### config.mk
export PLATFORM = sky130hd
export DESIGN_NAME = riscv_lsu
export DESIGN_NICKNAME = d
export VERILOG_FILES = /design/src/rtl/riscv_lsu_pkg.sv /design/src/rtl/lsu_align.sv /design/src/rtl/riscv_lsu.sv
export SDC_FILE = /design/constraint.sdc
export NUM_CORES = 1
export LEC_CHECK = 0
export BUFFER_PORTS_ARGS = -buffer_cell sky130_fd_sc_hd__buf_2
export CORE_ASPECT_RATIO = 0.5
export CORE_MARGIN = 2
export CORE_UTILIZATION = 54
export CTS_CLUSTER_SIZE = 40
export DETAILED_ROUTE_END_ITERATION = 12
export PLACE_DENSITY = 0.87
export SLEW_MARGIN = 5
export SYNTH_ARGS = -nofsm -noshare
export SYNTH_HDL_FRONTEND = slang
export SYNTH_SLANG_ARGS = --single-unit
### constraint.sdc
create_clock -name clk_i -period 4.87 [get_ports clk_i]
set_input_delay 0.487 -clock clk_i [delete_from_list [all_inputs] [get_ports clk_i]]
set_output_delay 0.487 -clock clk_i [all_outputs]
set_load 0.005 [all_outputs]
### src/rtl/riscv_lsu_pkg.sv
// Shared definitions for the RISC-V load/store unit: funct3 size codes and FSM states.
package riscv_lsu_pkg;

  typedef enum logic [2:0] {
    LDST_B  = 3'd0,
    LDST_H  = 3'd1,
    LDST_W  = 3'd2,
    LDST_BU = 3'd4,
    LDST_HU = 3'd5
  } ldst_size_e;

  typedef enum logic [1:0] {
    S_IDLE = 2'd0,
    S_WAIT = 2'd1,
    S_DONE = 2'd2
  } lsu_state_e;

endpackage

### src/rtl/lsu_align.sv
// Combinational lane logic: byte enables, store replication, misalign detection
// and load extraction with sign/zero extension.
module lsu_align
  import riscv_lsu_pkg::*;
(
  input  logic [2:0]  req_size_i,
  input  logic [1:0]  req_off_i,
  input  logic        req_we_i,
  input  logic [31:0] req_wd_i,
  output logic [3:0]  be_o,
  output logic [31:0] wd_o,
  output logic        misalign_o,
  input  logic [2:0]  ld_size_i,
  input  logic [1:0]  ld_off_i,
  input  logic [31:0] ld_word_i,
  output logic [31:0] ld_data_o
);

  logic [31:0] ld_shift;

  always_comb begin
    be_o       = 4'b0000;
    wd_o       = req_wd_i;
    misalign_o = 1'b0;
    case (req_size_i)
      LDST_B: begin
        be_o = 4'b0001 << req_off_i;
        wd_o = {4{req_wd_i[7:0]}};
      end
      LDST_BU: begin
        be_o       = 4'b0001 << req_off_i;
        wd_o       = {4{req_wd_i[7:0]}};
        misalign_o = req_we_i;
      end
      LDST_H: begin
        be_o       = 4'b0011 << req_off_i;
        wd_o       = {2{req_wd_i[15:0]}};
        misalign_o = req_off_i[0];
      end
      LDST_HU: begin
        be_o       = 4'b0011 << req_off_i;
        wd_o       = {2{req_wd_i[15:0]}};
        misalign_o = req_off_i[0] | req_we_i;
      end
      LDST_W: begin
        be_o       = 4'b1111;
        misalign_o = (req_off_i != 2'b00);
      end
      default: misalign_o = 1'b1;
    endcase
  end

  // Bring the addressed lane down to bit 0, then extend from there.
  always_comb begin
    ld_shift  = ld_word_i >> {ld_off_i, 3'b000};
    ld_data_o = ld_word_i;
    case (ld_size_i)
      LDST_B:  ld_data_o = {{24{ld_shift[7]}}, ld_shift[7:0]};
      LDST_BU: ld_data_o = {24'h000000, ld_shift[7:0]};
      LDST_H:  ld_data_o = {{16{ld_shift[15]}}, ld_shift[15:0]};
      LDST_HU: ld_data_o = {16'h0000, ld_shift[15:0]};
      default: ld_data_o = ld_word_i;
    endcase
  end

endmodule

### src/rtl/riscv_lsu.sv
// Load/store unit: one outstanding data-memory access, IDLE -> (WAIT)* -> DONE -> IDLE.
// The core is stalled while the request is on the bus; the load result is valid in DONE.
module riscv_lsu
  import riscv_lsu_pkg::*;
(
  input  logic        clk_i,
  input  logic        rst_i,
  input  logic        core_req_i,
  input  logic        core_we_i,
  input  logic [2:0]  core_size_i,
  input  logic [31:0] core_addr_i,
  input  logic [31:0] core_wd_i,
  output logic [31:0] core_rd_o,
  output logic        core_stall_o,
  output logic        misalign_o,
  output logic        mem_req_o,
  output logic        mem_we_o,
  output logic [3:0]  mem_be_o,
  output logic [31:0] mem_addr_o,
  output logic [31:0] mem_wd_o,
  input  logic [31:0] mem_rd_i,
  input  logic        mem_ready_i,
  output lsu_state_e  state_o
);

  lsu_state_e  state_q, state_d;
  logic        we_q, we_d;
  logic [2:0]  size_q, size_d;
  logic [1:0]  off_q, off_d;
  logic [29:0] waddr_q, waddr_d;
  logic [3:0]  be_q, be_d;
  logic [31:0] wd_q, wd_d;
  logic [31:0] rd_q, rd_d;

  logic        accept;
  logic        in_wait;
  logic        ld_we;
  logic [2:0]  ld_size;
  logic [1:0]  ld_off;
  logic [3:0]  al_be;
  logic [31:0] al_wd;
  logic        al_misalign;
  logic [31:0] al_ld_data;

  lsu_align u_align (
    .req_size_i (core_size_i),
    .req_off_i  (core_addr_i[1:0]),
    .req_we_i   (core_we_i),
    .req_wd_i   (core_wd_i),
    .be_o       (al_be),
    .wd_o       (al_wd),
    .misalign_o (al_misalign),
    .ld_size_i  (ld_size),
    .ld_off_i   (ld_off),
    .ld_word_i  (mem_rd_i),
    .ld_data_o  (al_ld_data)
  );

  always_comb begin
    in_wait = (state_q == S_WAIT);
    accept  = (state_q == S_IDLE) && core_req_i && !al_misalign;
    // Gating with reset drops the bus request the instant reset asserts.
    mem_req_o    = rst_i && (accept || in_wait);
    core_stall_o = mem_req_o;
    misalign_o   = (state_q == S_IDLE) && core_req_i && al_misalign;
    mem_we_o     = in_wait ? we_q : core_we_i;
    mem_be_o     = in_wait ? be_q : al_be;
    mem_wd_o     = in_wait ? wd_q : al_wd;
    mem_addr_o   = in_wait ? {waddr_q, 2'b00} : {core_addr_i[31:2], 2'b00};
    ld_we        = in_wait ? we_q : core_we_i;
    ld_size      = in_wait ? size_q : core_size_i;
    ld_off       = in_wait ? off_q : core_addr_i[1:0];
    core_rd_o    = rd_q;
    state_o      = state_q;
  end

  always_comb begin
    state_d = state_q;
    we_d    = we_q;
    size_d  = size_q;
    off_d   = off_q;
    waddr_d = waddr_q;
    be_d    = be_q;
    wd_d    = wd_q;
    rd_d    = rd_q;
    case (state_q)
      S_IDLE: begin
        if (accept) begin
          we_d    = core_we_i;
          size_d  = core_size_i;
          off_d   = core_addr_i[1:0];
          waddr_d = core_addr_i[31:2];
          be_d    = al_be;
          wd_d    = al_wd;
          state_d = mem_ready_i ? S_DONE : S_WAIT;
          if (mem_ready_i && !ld_we) rd_d = al_ld_data;
        end
      end
      S_WAIT: begin
        if (mem_ready_i) begin
          state_d = S_DONE;
          if (!ld_we) rd_d = al_ld_data;
        end
      end
      S_DONE:  state_d = S_IDLE;
      default: state_d = S_IDLE;
    endcase
  end

  always_ff @(posedge clk_i or negedge rst_i) begin
    if (!rst_i) begin
      state_q <= S_IDLE;
      we_q    <= 1'b0;
      size_q  <= 3'd0;
      off_q   <= 2'd0;
      waddr_q <= 30'd0;
      be_q    <= 4'd0;
      wd_q    <= 32'd0;
      rd_q    <= 32'd0;
    end else begin
      state_q <= state_d;
      we_q    <= we_d;
      size_q  <= size_d;
      off_q   <= off_d;
      waddr_q <= waddr_d;
      be_q    <= be_d;
      wd_q    <= wd_d;
      rd_q    <= rd_d;
    end
  end

endmodule

==> run summary <==
status - complete, no violations
area grow syn2layout - 24.1%
power per cell area - 420 mW/mm^2
TritonCTS clock tree - yes
r2r setup slk - 1.74 ns
post-route ant nets - 0
worst-path maximum fanout - 92
Rows - 26
Max rail drop VDD - 0.202 mV
top_reg_cell synth - dfrtp_1
vias per inst - 5.77
Syn. warnings - 0
ANT cells - 0
H-Tree Depth - 3
Seq/Total Area, Yosys - 46.3%
WL final - 16.4 mm
worst reg2reg path startpoint - state_o[1]
CTS buffer count - 9
initial drt markers - 396
largest net degree at the start of global routing - 93
residual DRC count - 0
Final Instance Count excl. Fillers - 967
Leak - 0.00357 uW
count leader, synth - nand2_1
number of buffers added on ports - 207
final worst slack - 1.74 ns
maximum clock frequency - 319 MHz
FF+latch count, synth - 106
1st-pass router iterations - 6
fin crit share - 64.3%
RSZ-0062 raised after global routing - false
Max-slew headroom - 35.5%
number of I/O pins - 210
Netlist cell types - 38
routability congestion estimate - 0.862
synth cell count leaders - nand2_1 (170), dfrtp_1 (106), nor2_1 (68)
first-pass GRT wire length - 25.7 mm
r2r worst-path depth - 5
final sum of negative setup slack - 0 ns
vias - 5,582
GRT Total Usage - 28.0%
Post-synth EDFFs - 0
r2r endpoint - core_rd_o[31]
Final Hold Vio Count - 0
max-cap viol count - 0
placed insts - 952
Tot Pwr - 2990 uW
initial antenna violation count - 0
dominant cell type by area after synthesis - dfrtp_1
DP Worst Slack - 1.81 ns
Clk pin slew, worst setup/hold paths - 0.07 ns
Final Skew - 0.00602 ns
chip height - 76.9 um
average wire per standard cell - 16.9 um
# setup viols final - 0
startpoint types - flop
Starting Density - 55.8%
end of the critical path - core_rd_o[31]
Syn Std Cell Area - 0.00573 sq mm
vias in the first global route - 5,302
NumNets Final - 927
cts hold-fix bufs - 0
Final Max Tran Viols - 0
post-synth top area share - 46.3%
CTS Root Cell - clkbuf_16
WS Path Type - flop to flop
DP Wirelength - 11.5 mm
worst skew pair latency - 0.35 ns
fraction of layout instances using a drive strength above 1 - 34.8%
Worst Path Arrival - 3.33 ns
synth top area cells - dfrtp_1 (46%), nand2_1 (11%), mux2_2 (10%)
Clock Path Buffers - 2
Post-CTS Setup Bufs - 0
minimum clock period - 3.13 ns
Chip Width - 150 um
die area - 0.0115 sq mm
Post-Syn Area per Cell - 8.85 sq um
CTS sink count - 106
cell count after synthesis - 648
CTS resizes - 0
Placeable Area - 0.0103 sq mm
HP Class - input port to asynchronous set/reset pin
Worst-Margin Slew - 0.967 ns
crit path from - state_o[1]
kind of end point of the critical path - flop
ys async rst share - 100%
total grt overflow - 0
Worst EP required - 5.07 ns
-- placed cells by master (no fill, tap or decap), drive strengths merged, types with 10 or more instances in the layout --
cell,count
a21oi,50
a31oi,27
buf,212
clkbuf,10
dfrtp,106
mux2,52
mux2i,29
nand2,170
nor2,68
o21ai,43
-- flip-flops by register name (all words and copies together) (netlist names) --
register / count
be_q: 4
off_q: 2
we_q: 1
waddr_q: 30
size_q: 3
state_o: 2
core_rd_o: 32
wd_q: 32
-- stage by stage --
| step | cell area (sq um) | hold slack (ns) | util, % |
|---|---|---|---|
| global route | 7110 | 0.0862 | 69.2 |
| finish | 7110 | 0.0621 | 69.2 |
| detailed placement | 6770 | 0.447 | 65.9 |
| CTS | 7110 | 0.0776 | 69.2 |
| floorplan | 5740 | 0.191 | - |
| global placement | 6770 | 0.437 | 65.9 |
-- worst min-delay path by stage --
| stage | startpoint | end | cells past startpoint |
|---|---|---|---|
| final | rst_i | waddr_q[8] | 1 |
| after global routing | rst_i | waddr_q[13] | 1 |
| after CTS | rst_i | waddr_q[8] | 1 |
| after detailed placement | rst_i | waddr_q[7] | 1 |
| after global placement | rst_i | waddr_q[7] | 1 |
| after floorplan | rst_i | be_q[0] | 0 |
-- worst max-delay path, cell delays in order (launching register included) --
cell and delay, ns:
dfrtp_1 0.58, nand2b_4 0.83, mux2i_1 0.53, mux2i_1 0.32
a211o_1 0.52, a41oi_1 0.19
-- cell type report --
class	instances	area, sq um
inverter	5	18.8
timing repair buffer	212	1080
clock buffer	10	239
sequential	106	2650
fill	778	3170
tap	140	175
clock inverter	5	103
multi-input combinational	489	2850
-- power breakdown --
| part | switching, uW | internal [uW] | total [uW] |
|---|---|---|---|
| clock | 319 | 513 | 832 |
| sequential | 167 | 1160 | 1330 |
| combinational | 427 | 403 | 830 |
-- cell families after synthesis --
logic type / after synthesis / share of synthesized area, %
simple gates: 251 / 17.3
compound gates: 155 / 16.6
other cells: 1 / 0.0654
mux: 81 / 15.3
buf+inv: 54 / 4.45
flops: 106 / 46.3
-- layer usage --
metal	up-vias	GRT usage [%]	wire [um]
met5	-	0	0
met4	0	10.4	449
met3	43	6.37	1310
met2	282	49.4	8220
met1	2667	33.7	6390
li1	2590	-	-
(Power assumes the default switching activity.)
